$ cat src/rtl/snake_sprite_sequencer_if.sv
// Pixel/heading bus between the game logic and the snake sprite sequencer.
// Latency: none (wires only).
// Backpressure: dir_valid/dir_ready handshake on the heading request only.
// Ports: raster position and blank, sprite position, heading request
// handshake, and the ROM select/address, pixel-valid and frame status
// returned by the sequencer.
interface snake_sprite_sequencer_if;
  logic [9:0]  DrawX;
  logic [9:0]  DrawY;
  logic        blank;
  logic [9:0]  sprite_x;
  logic [9:0]  sprite_y;
  logic [1:0]  dir_req;
  logic        dir_valid;
  logic        dir_ready;
  logic [1:0]  rom_sel;
  logic [10:0] rom_address;
  logic        pix_valid;
  logic        frame_tick;
  logic [1:0]  anim_frame;

  // Game logic / raster side
  modport master (
    output DrawX, DrawY, blank, sprite_x, sprite_y, dir_req, dir_valid,
    input  dir_ready, rom_sel, rom_address, pix_valid, frame_tick, anim_frame
  );

  // Sequencer side
  modport slave (
    input  DrawX, DrawY, blank, sprite_x, sprite_y, dir_req, dir_valid,
    output dir_ready, rom_sel, rom_address, pix_valid, frame_tick, anim_frame
  );
endinterface

$ cat src/rtl/snake_sprite_sequencer.sv
// Snake sprite sequencer: owns heading and animation frame, generates ROM select/address per pixel.
// Latency: pixel in -> rom_address/rom_sel 1 cycle, -> pix_valid 2 cycles (aligned with ROM q).
// Backpressure: dir_ready low while a heading change is pending; it frees at the next frame tick.
// Ports: vga_clk (pixel clock), reset_n (async active-low), bus (slave side of
// snake_sprite_sequencer_if: raster/sprite inputs, heading handshake, ROM outputs).
module snake_sprite_sequencer #(
  parameter int SPR_W       = 21,
  parameter int SPR_H       = 45,
  parameter int V_ACTIVE    = 480,
  parameter int ANIM_DIV    = 8,
  parameter int ANIM_FRAMES = 2
) (
  input  logic                      vga_clk,
  input  logic                      reset_n,
  snake_sprite_sequencer_if.slave   bus
);

  localparam int          DIV_W     = (ANIM_DIV > 1) ? $clog2(ANIM_DIV) : 1;
  localparam logic [DIV_W-1:0] DIV_MAX = DIV_W'(ANIM_DIV - 1);
  localparam logic [1:0]  FR_MAX    = 2'(ANIM_FRAMES - 1);
  localparam logic [10:0] FRAME_SZ  = 11'(SPR_W * SPR_H);
  localparam logic [10:0] W11       = 11'(SPR_W);
  localparam logic [10:0] H11       = 11'(SPR_H);

  localparam logic [0:0]  ST_EMPTY   = 1'b0;
  localparam logic [0:0]  ST_PENDING = 1'b1;

  localparam logic [1:0]  DIR_DOWN   = 2'b01;

  logic [0:0]       state_q, state_d;
  logic [1:0]       slot_q, slot_d;
  logic [1:0]       heading_q, heading_d;
  logic             cond_prev_q, cond_prev_d;
  logic             frame_tick_q, frame_tick_d;
  logic [9:0]       px_q, px_d;
  logic [9:0]       py_q, py_d;
  logic [DIV_W-1:0] div_q, div_d;
  logic [1:0]       anim_q, anim_d;
  logic [10:0]      addr_q, addr_d;
  logic [1:0]       sel_q, sel_d;
  logic             hit_q, hit_d;
  logic             pix_valid_q, pix_valid_d;

  logic             cond;
  logic             hit;
  logic [10:0]      x11, y11, px11, py11, lx, ly, base;

  always_comb begin
    state_d      = state_q;
    slot_d       = slot_q;
    heading_d    = heading_q;
    px_d         = px_q;
    py_d         = py_q;
    div_d        = div_q;
    anim_d       = anim_q;

    // Frame boundary: first cycle of the first non-visible line.
    cond         = (bus.DrawX == 10'd0) && (bus.DrawY == 10'(V_ACTIVE));
    cond_prev_d  = cond;
    frame_tick_d = cond && !cond_prev_q;

    // Requests are always judged against the applied heading, never the slot.
    case (state_q)
      ST_EMPTY: begin
        if (bus.dir_valid && (bus.dir_req != heading_q) &&
            (bus.dir_req != (heading_q ^ 2'b01))) begin
          slot_d  = bus.dir_req;
          state_d = ST_PENDING;
        end
      end
      ST_PENDING: begin
        if (frame_tick_q) begin
          heading_d = slot_q;
          state_d   = ST_EMPTY;
        end
      end
      default: state_d = ST_EMPTY;
    endcase

    if (frame_tick_q) begin
      px_d = bus.sprite_x;
      py_d = bus.sprite_y;
      if (div_q == DIV_MAX) begin
        div_d  = '0;
        anim_d = (anim_q == FR_MAX) ? 2'd0 : anim_q + 2'd1;
      end else begin
        div_d  = div_q + 1'b1;
      end
    end

    // 11-bit arithmetic so the right/bottom edges clip instead of wrapping.
    x11  = {1'b0, bus.DrawX};
    y11  = {1'b0, bus.DrawY};
    px11 = {1'b0, px_q};
    py11 = {1'b0, py_q};
    lx   = x11 - px11;
    ly   = y11 - py11;
    hit  = bus.blank && (x11 >= px11) && (x11 < px11 + W11) &&
           (y11 >= py11) && (y11 < py11 + H11);
    base = {9'd0, anim_q} * FRAME_SZ;

    addr_d      = hit ? (base + ly * W11 + lx) : 11'd0;
    sel_d       = heading_q;
    hit_d       = hit;
    // Second stage matches the ROM's one-cycle read latency.
    pix_valid_d = hit_q;
  end

  always_ff @(posedge vga_clk or negedge reset_n) begin
    if (!reset_n) begin
      state_q      <= ST_EMPTY;
      slot_q       <= 2'd0;
      heading_q    <= DIR_DOWN;
      cond_prev_q  <= 1'b0;
      frame_tick_q <= 1'b0;
      px_q         <= 10'd0;
      py_q         <= 10'd0;
      div_q        <= '0;
      anim_q       <= 2'd0;
      addr_q       <= 11'd0;
      sel_q        <= DIR_DOWN;
      hit_q        <= 1'b0;
      pix_valid_q  <= 1'b0;
    end else begin
      state_q      <= state_d;
      slot_q       <= slot_d;
      heading_q    <= heading_d;
      cond_prev_q  <= cond_prev_d;
      frame_tick_q <= frame_tick_d;
      px_q         <= px_d;
      py_q         <= py_d;
      div_q        <= div_d;
      anim_q       <= anim_d;
      addr_q       <= addr_d;
      sel_q        <= sel_d;
      hit_q        <= hit_d;
      pix_valid_q  <= pix_valid_d;
    end
  end

  assign bus.dir_ready   = (state_q == ST_EMPTY);
  assign bus.rom_sel     = sel_q;
  assign bus.rom_address = addr_q;
  assign bus.pix_valid   = pix_valid_q;
  assign bus.frame_tick  = frame_tick_q;
  assign bus.anim_frame  = anim_q;

endmodule

$ cat src/flat_wrapper.sv
// flat-port wrapper written by rule: the top's interface ports become plain ports
module snake_sprite_sequencer_flat 
#(
  parameter int SPR_W       = 21,
  parameter int SPR_H       = 45,
  parameter int V_ACTIVE    = 480,
  parameter int ANIM_DIV    = 8,
  parameter int ANIM_FRAMES = 2
)
  (vga_clk, reset_n, bus_DrawX, bus_DrawY, bus_blank, bus_sprite_x, bus_sprite_y, bus_dir_req, bus_dir_valid, bus_dir_ready, bus_rom_sel, bus_rom_address, bus_pix_valid, bus_frame_tick, bus_anim_frame);
  snake_sprite_sequencer_if bus_i ();
  input  logic vga_clk;
  input  logic reset_n;
  input wire logic [$bits(bus_i.DrawX)-1:0] bus_DrawX;
  input wire logic [$bits(bus_i.DrawY)-1:0] bus_DrawY;
  input wire logic [$bits(bus_i.blank)-1:0] bus_blank;
  input wire logic [$bits(bus_i.sprite_x)-1:0] bus_sprite_x;
  input wire logic [$bits(bus_i.sprite_y)-1:0] bus_sprite_y;
  input wire logic [$bits(bus_i.dir_req)-1:0] bus_dir_req;
  input wire logic [$bits(bus_i.dir_valid)-1:0] bus_dir_valid;
  output wire logic [$bits(bus_i.dir_ready)-1:0] bus_dir_ready;
  output wire logic [$bits(bus_i.rom_sel)-1:0] bus_rom_sel;
  output wire logic [$bits(bus_i.rom_address)-1:0] bus_rom_address;
  output wire logic [$bits(bus_i.pix_valid)-1:0] bus_pix_valid;
  output wire logic [$bits(bus_i.frame_tick)-1:0] bus_frame_tick;
  output wire logic [$bits(bus_i.anim_frame)-1:0] bus_anim_frame;
  assign bus_i.DrawX = bus_DrawX;
  assign bus_i.DrawY = bus_DrawY;
  assign bus_i.blank = bus_blank;
  assign bus_i.sprite_x = bus_sprite_x;
  assign bus_i.sprite_y = bus_sprite_y;
  assign bus_i.dir_req = bus_dir_req;
  assign bus_i.dir_valid = bus_dir_valid;
  assign bus_dir_ready = bus_i.dir_ready;
  assign bus_rom_sel = bus_i.rom_sel;
  assign bus_rom_address = bus_i.rom_address;
  assign bus_pix_valid = bus_i.pix_valid;
  assign bus_frame_tick = bus_i.frame_tick;
  assign bus_anim_frame = bus_i.anim_frame;
  snake_sprite_sequencer #(.SPR_W(SPR_W), .SPR_H(SPR_H), .V_ACTIVE(V_ACTIVE), .ANIM_DIV(ANIM_DIV), .ANIM_FRAMES(ANIM_FRAMES)) u_core (.vga_clk(vga_clk), .reset_n(reset_n), .bus(bus_i));
endmodule
$ cat config.mk
export PLATFORM = sky130hd
export DESIGN_NAME = snake_sprite_sequencer_flat
export DESIGN_NICKNAME = d
export VERILOG_FILES = /design/src/rtl/snake_sprite_sequencer_if.sv /design/src/rtl/snake_sprite_sequencer.sv /design/src/flat_wrapper.sv
export SDC_FILE = /design/constraint.sdc
export NUM_CORES = 1
export LEC_CHECK = 0
export ABC_AREA = 1
export CAP_MARGIN = 20
export CORE_MARGIN = 2
export CORE_UTILIZATION = 45
export DETAILED_ROUTE_END_ITERATION = 10
export GPL_TIMING_DRIVEN = 0
export PLACE_DENSITY = 0.67
export SYNTH_ARGS = -nofsm -noshare
export SYNTH_HDL_FRONTEND = slang
export SYNTH_SLANG_ARGS = --single-unit
$ cat constraint.sdc
create_clock -name vga_clk -period 5.4 [get_ports vga_clk]
set_input_delay 1.08 -clock vga_clk [delete_from_list [all_inputs] [get_ports vga_clk]]
set_output_delay 1.08 -clock vga_clk [all_outputs]
set_load 0.01 [all_outputs]
---- Word level (Yosys, flattened, before mapping) ----
Index checks and enable logic that the tools add are counted.
word-level totals
  word-level logic and storage cells ...... 53
  output and inout port bits .............. 18
  register bits after elaboration ......... 47
  bits of input ports ..................... 46
operators by class
  mux-type cells .......................... 6
  multipliers ............................. 2
  order comparisons ....................... 4
  add/subtract/negate cells ............... 8
  reduce and logical (&&, ||, !) cells .... 13
  equal/unequal tests ..................... 5
  bitwise logic cells ..................... 2
operator list
  operator                                                              count
  11-bit adder                                                          2
  10-bit by 11-bit less-than comparator with 1-bit output               2
  10-bit by 10-bit subtractor with 11-bit output                        2
  10-bit >= comparator                                                  2
  10-bit by 5-bit adder with 11-bit output, second input constant       1
  10-bit by 6-bit adder with 11-bit output, second input constant       1
  11-bit by 5-bit multiplier with 11-bit output, second input constant  1
  2-bit by 10-bit multiplier with 11-bit output, second input constant  1
  11-bit 2-to-1 mux                                                     1
  10-bit by 9-bit == test with 1-bit output, second input constant      1
  10-bit zero test                                                      1
  1-bit logical AND                                                     8
  2-bit AND reduction                                                   3
  2-bit != test                                                         2
  3-bit by 1-bit adder with 3-bit output, second input constant         1
  3-bit == test, second input constant                                  1
  3-bit 2-to-1 mux                                                      1
  2-bit by 1-bit adder with 2-bit output, second input constant         1
  2-bit by 1-bit == test with 1-bit output, second input constant       1
  1-bit 2-to-1 mux                                                      2
  2-bit 2-to-1 mux                                                      1
  1-bit NOT                                                             2
  1-bit one-hot mux with 2 select lines                                 1
  1-bit zero test                                                       1

---- Logic depth before layout (Yosys ltp) ----
  word-level depth ........................ 6
  mapped depth ............................ 33
  gate-level depth less buffers ........... 33

---- Worst setup path before layout ----
Ideal clock, no wire load.
  path type ............................... input-to-reg
  start ................................... input bus_DrawY[6]
  end ..................................... register u_core.addr_q[10], in the netlist u_core.bus.rom_address[10]
  path buffers ............................ 0
  stages .................................. 25
  setup time .............................. 0.117 ns
  setup slack ............................. 0.069 ns
  required time ........................... 5.283 ns
  arrival ................................. 5.214 ns
  path through ............................ ha_1 > nand2_1 > a21oi_1 > a211oi_2 > nand2_1 > nand2_1 > nand2_1 > a21oi_1 > xor2_1 > inv_1 > ha_1 > fa_1 > inv_1 > fa_1 > fa_1 > inv_1 > ha_1 > a21oi_1 > o21ai_0 > a31oi_1 > inv_1 > nand3_1 > nand3_1 > nand2_1 > nor2_1
between the ends
  longest elaborated chain between the ends .. 5
  elaborated cells on any way between the ends .. 9
  those cells by class .................... add/sub (3); mul (1); order compare (2); mux (1); reduce/logical (2)
ends and longest elaborated chain
  what                                            line                           RTL
  from (decl)                                     flat_wrapper.sv:15             input wire logic [$bits(bus_i.DrawY)-1:0] bus_DrawY;
  10-bit by 10-bit subtractor with 11-bit output  snake_sprite_sequencer.sv:97   ly = y11 - py11;
  11-bit by 5-bit multiplier with 11-bit output   snake_sprite_sequencer.sv:102  addr_d = hit ? (base + ly * W11 + lx) : 11'd0;
  11-bit adder (2 in a row)                       snake_sprite_sequencer.sv:102
  11-bit 2-to-1 mux (*)                           snake_sprite_sequencer.sv:102
  net u_core.addr_d[10]                           snake_sprite_sequencer.sv:39   logic [10:0] addr_q, addr_d;
  to (signal assigned)                            snake_sprite_sequencer.sv:134  addr_q <= addr_d;
  to (decl)                                       snake_sprite_sequencer.sv:39
Mark *: on every way through the listed nets, which the timed path passes. The rest lies on a longest branch.
A chain may end at the register's enable or synchronous reset.

---- Worst setup path after layout ----
  start ................................... input bus_DrawY[0]
  end ..................................... register u_core.addr_q[10], in the netlist u_core.bus.rom_address[10]
Same word-level chain as after synthesis.

==> results.toml <==
[timing]
finalCriticalPeriod_ps = 5410
setup-tns-final_ps = -10.3
rsz0062_at_grt = "yes"
fin_crit_sh = 1.00
max_freq_mhz = 185
clock_skew_ps = 6.95
layout_setup_ws_ps = -10.3
hold_viol_final = 0
relSlewSlack = 0.546
tightestPinTransition_ps = 680
slew_viol_final = 0
setup_viol = 1

[logic_synthesis]
ys_warn_count = 0
synthCells = 582
seq_area_frac_synth = 0.238
synthDistinctLibCells = 39
ys_seq_elements = 47
syn_nets = 745
synth-edff-count = 0
synth_ff_type = "dfrtp_1"
syn_area_per_cell_um2 = 8.52
syn-cell-area_mm2 = 0.00496
async_flop_share = 1.00

[status]
violations = "setup timing"
run_status = "complete, but fails checks"

[floorplan]
dieArea_mm2 = 0.0119
start_util = 0.459
fp.dieW_um = 109
design.core.area_mm2 = 0.0108
die_h_um = 109
ios = 64
rows = 38

[critical_path]
crit_path_max_incr_delay_ps = 530
worst_setup_path_start_kind = "primary input"
critical_path_class = "primary input to flip-flop"
path_depth = 28
rrSetupSlack_ps = 510
crit_family = "adder cells"
worstPathArrival_ps = 5630
critPathCaptureType = "flip-flop"
critPathRequiredTime_ps = 5620
crit_fanout = 4
cp_num_buf_inv = 9
r2r_cells = 26
slowest_stage = "fa_1"

[final_layout]
mostFrequentLayoutCells = "115 x inv_1, 93 x nand2_1, 70 x ha_1, 56 x clkdlybuf4s50_1, 45 x dfrtp_1"
fin_area_mm2 = 0.00637
fin_nets = 829
drive_above_1_share = 0.163
fin_util = 0.590
num_antenna_cells = 0
area_growth_syn_to_layout_pct = 28.4
mostFrequentLayoutCell = "inv_1"

[routing]
ant_nets = 0
dr_total_vias = 4010
drtIter0Drc = 113
dr.pass1.iters = 4
vias_per_cell = 4.97
drc = 0
wl_mm = 11.9
wl_per_cell_um = 14.8

[job]
drv_cap = 0

[clocking]
numCtsBuffers = 5
cts_sinks = 47
clockBufferDepth = 2
clk_latency_ps = 320
cts_max_level = 2
cts_hold_buffers = 0
cts_root_buf = "clkbuf_8"
cts_tree = "built"
clk_pin_slew_ps = 100

[global_route]
grt_max_degree = 33
grt-ovfl-total = 0
grt_pass1_wl_mm = 19.1
grt_pass1_vias = 4129
grt_use_total = 0.210
antenna_found_initial = 0

[min_path]
min_delay_path_depth = 0
min_path_type = "flip-flop to flip-flop"

[place]
gp_congestion = 0.894
hpwl_mm = 9.27
place_area_mm2 = 0.00578
port_buffers = 63

[pwr]
p_per_area_mw_per_mm2 = 236
vdd_drop_max_mv = 0.162
finalPower_uw = 1500
leakage_uw = 0.00322
[sequential cells by signal (all words and copies together) (netlist names), 2 cells and up]
signal / count
u_core.bus.anim_frame: 2
u_core.slot_q: 2
u_core.px_q: 10
u_core.bus.rom_sel: 2
u_core.div_q: 3
u_core.heading_q: 2
u_core.py_q: 10
u_core.bus.rom_address: 11
[cell families (layout without fill, tap and decap cells)]
logic type	after synthesis	in the layout	share of synthesized area
and+or+nand+nor	175	175	0.159
buffers and inverters	131	216	0.103
adders and majority gates	117	117	0.345
AOI/OAI and AO/OA	77	77	0.0898
DFF	47	47	0.238
xor gates and xnor gates	29	29	0.0512
muxes	6	6	0.0136
[cell type report]
type,instances,area [µm²]
tap,140,175
buffer,6,30.0
fill,958,4430
clock buffer,5,68.8
timing repair buffer,77,744
clock inverter,3,67.6
multi-input combinational,404,3620
sequential,47,1180
inverter,125,485
[cells in the mapped netlist, types with 2 or more instances]
cell	number	area, µm²
xor2_1	26	228
nor3_1	6	30.0
a211oi_2	2	25.0
nand4_1	6	37.5
clkbuf_1	4	15.0
inv_1	119	447
nor2_4	2	22.5
a21oi_1	33	165
inv_2	5	18.8
nor4_1	3	18.8
ha_1	84	1050
nand2_2	2	12.5
xnor2_1	3	26.3
nand3_1	16	80.1
nor2_2	10	62.6
nand2_1	103	387
nor3b_1	2	15.0
mux2_2	6	67.6
nor2_1	19	71.3
o21bai_1	3	22.5
o21ai_0	31	155
dfrtp_1	45	1130
dfstp_2	2	52.6
nand3b_1	3	22.5
fa_1	33	661
[routing by layer]
metal	global-route usage	routed length, µm	up-vias
li1	-	-	2010
met1	0.249	5030	1920
met2	0.390	6280	62
met3	0.0323	392	18
met4	0.0577	204	0
met5	0	0	-
[power by group]
part	total [µW]	switching, µW	leakage (µW)	internal, µW
Sequential	352	0.0177	0.000540	352
Clock	322	137	0.0000644	185
Combinational	828	446	0.00262	382
Total	1500	583	0.00322	919
[repair_timing]
action | in CTS | in global routing
pin swaps | 19 | 27
gates resized for setup | 47 | 27
endpoints found under the setup margin | 5 | 4
gates cloned | 0 | 0
setup buffers | 6 | 7
[per-stage QoR]
stage,hold slack (ps),cells,worst slack [ps]
after CTS,367,800,3.10
after global routing,377,807,-207
after global placement,337,785,-1000
after detailed placement,343,786,-1050
final,366,807,-10.3
after floorplan,331,582,68.9
[final timing paths]
| kind | start | to |
|---|---|---|
| max reg2reg | u_core.py_q[2] | u_core.bus.rom_address[10] |
| min in group asynchronous | reset_n | u_core.bus.rom_address[8] |
| max | bus_DrawY[0] | u_core.bus.rom_address[10] |
| min | u_core.hit_q | u_core.bus.pix_valid |
| min reg2reg | u_core.hit_q | u_core.bus.pix_valid |
| max in group asynchronous | reset_n | u_core.py_q[9] |
No activity file was read; power rests on OpenSTA's default activity.
==> RTL change, RTL diff (same settings) <==
`ANIM_DIV` is set to 8 in 2 places; all go to 4.
--- a/src/rtl/snake_sprite_sequencer.sv
+++ b/src/rtl/snake_sprite_sequencer.sv
@@ -7,7 +7,7 @@
   parameter int SPR_W       = 21,
   parameter int SPR_H       = 45,
   parameter int V_ACTIVE    = 480,
-  parameter int ANIM_DIV    = 8,
+  parameter int ANIM_DIV    = 4,
   parameter int ANIM_FRAMES = 2
 ) (
   input  logic                      vga_clk,
--- a/src/flat_wrapper.sv
+++ b/src/flat_wrapper.sv
@@ -4,7 +4,7 @@
   parameter int SPR_W       = 21,
   parameter int SPR_H       = 45,
   parameter int V_ACTIVE    = 480,
-  parameter int ANIM_DIV    = 8,
+  parameter int ANIM_DIV    = 4,
   parameter int ANIM_FRAMES = 2
 )
   (vga_clk, reset_n, bus_DrawX, bus_DrawY, bus_blank, bus_sprite_x, bus_sprite_y, bus_dir_req, bus_dir_valid, bus_dir_ready, bus_rom_sel, bus_rom_address, bus_pix_valid, bus_frame_tick, bus_anim_frame);
Behaviour: not the same (Yosys sat finds a counterexample within 10 cycles, from zero or initial values and one cycle with reset_n low).
==> RTL change against the unedited design <==
- final area fell by 1.1%
- wire length decreased by 1.5%
- power decreased by 7.2%
- synthesized area is essentially flat
- critical path depth decreased by 5
- setup slack gained 49 ps
- sequential cell count down 1
- worst hold slack got worse by 8.6 ps
- critical endpoint unchanged
- largest cell class unchanged
- largest power group unchanged
- highest routed layer unchanged
==> RTL change: results (changes against the unedited design) <==
----------------------------------------------------
[Synthesis]
  Most common library cells after synthesis ... 116 x nand2_1, 114 x inv_1, 83 x ha_1 (was 119 x inv_1, 103 x nand2_1, 84 x ha_1)
  Number of distinct library cells after synthesis ... 37 (was 39)
  Synth area leaders ... dfrtp_1 22%, ha_1 21%, fa_1 13%, nand2_1 8.8%, inv_1 8.6% (was dfrtp_1 23%, ha_1 21%, fa_1 13%, inv_1 9.0%, nand2_1 7.8%)
  Per-instance average area after synthesis ... 8.33 sq um (was 8.52 sq um)
  Net count after synthesis ... 757 (was 745)
  Share of synthesized area occupied by flip-flops and latches ... 23.3% (was 23.8%)

[Timing]
  Fraction of the cycle the final worst path needs ... 99.3% (was 100%)
  Post-route clock skew ... 21.3 ps (was 6.95 ps)
  Worst rel slew slack ... 62.3% (was 54.6%)

[Status]
  Outcome ... complete, no violations (was finished with violations)

[Global routing]
  Maximum number of pins on one net before global-route repair ... 39 (was 33)
  Wire length of the first global-routing pass ... 18900 microns (was 19100 microns)
  Met1 Usage GRT ... 25.1% (was 24.9%)
  Global-route met2 utilization ... 38.0% (was 39.0%)
  Vias in the first global route ... 4167 (was 4129)
  Global-route met3 utilization ... 2.45% (was 3.23%)
  Global routing usage summed across all routing layers ... 20.5% (was 21.0%)

[Power and ir drop]
  Static Leak ... 0.00319 uW (was 0.00322 uW)
  Peak supply drop ... 0.158 mV (was 0.162 mV)
  Internal power contribution ... 833 uW (was 919 uW)

[Placement]
  Detailed placement HPWL ... 9190 microns (was 9270 microns)
  Placement Setup Slack ... -836 ps (was -1050 ps)
  PortBufs ... 63 (unchanged)
  Cells after DPL ... 799 (was 786)
  Routability congestion estimate ... 0.912 (was 0.894)

[Setup path]
  CP max stage cell ... fa_1 (unchanged)
  Crit path launch ... bus_DrawY[0] (unchanged)
  Register-to-register setup slack ... 580 ps (was 510 ps)
  Crit path largest cell delay ... 510 ps (was 530 ps)
  Crit path max-delay family ... adder cells (unchanged)
  Reg2reg start ... u_core.py_q[2] (unchanged)
  Worst EP arrival ... 5580 ps (was 5630 ps)
  Maximum fanout along the worst path ... 3 (was 4)

[Finish]
  Final net count ... 839 (was 829)
  Number of standard cells in the final layout excluding fillers ... 818 (was 807)
  Layout cells sized above 1 ... 16.4% (was 16.3%)
  Fill cells ... 974 (was 958)

[Clock tree]
  TritonCTS buffer count ... 5 (unchanged)

[Detailed routing]
  Vias after detailed routing ... 4078 (was 4010)
  Iter 0 DRT Violations ... 130 (was 113)
  Average wire per standard cell ... 14.3 microns (was 14.8 microns)

----------------------------------------------------
## RTL change: routing by layer
| layer | share of wire, % | vias to the layer above |
|---|---|---|
| met2 | 53 | 68 |
| met3 | 3.4 | 13 |
| met1 | 42 | 1951 |
| met4 | 1.4 | 0 |
| met5 | 0 | - |
| li1 | - | 2046 |
## RTL change: area by class of cell
class / instances / area, sq um / share of cell area, %
buffer: 6 / 30.0 / 0.477
clock buffer: 6 / 72.6 / 1.15
clock inverter: 2 / 37.5 / 0.596
inverter: 127 / 477 / 7.57
multi-input combinational: 416 / 3630 / 57.6
sequential: 46 / 1150 / 18.3
tap: 140 / 175 / 2.78
timing repair buffer: 75 / 722 / 11.5
## RTL change: stage by stage
step / utilization [%] / hold WS [ps] / cell area [sq um]
3_3_place_gp: 53.4 / 335 / 5760
4_1_cts: 56.3 / 359 / 6070
3_5_place_dp: 53.5 / 338 / 5780
5_1_grt: 58.3 / 376 / 6300
6_report: 58.3 / 357 / 6300
2_1_floorplan: - / 331 / 4950
## RTL change: logic make-up (layout without fill, tap and decap cells)
logic type	after synthesis	count (layout)	share of synthesized area, %
simple gates	194	194	18.1
buf+inv	133	216	10.2
fa+ha+maj	116	116	34.3
compound gates	73	73	8.06
flops	46	46	23.3
xor+xnor	28	28	4.95
mux	5	5	1.14
## RTL change: power groups by stage
stage / sequential (uW) / clock, uW / combinational, uW
global placement: 351 / 0 / 542
detailed placement: 351 / 0 / 558
floorplan: 351 / 0 / 420
global route: 344 / 292 / 864
finish: 344 / 271 / 779
CTS: 344 / 279 / 664
## RTL change: timing repair
item / CTS / global route
resized for setup: 29 / 34
setup endpoints to repair: 5 / 4
hold endpoints to repair: 0 / 0
pin swaps: 5 / 26
setup buffers: 3 / 9
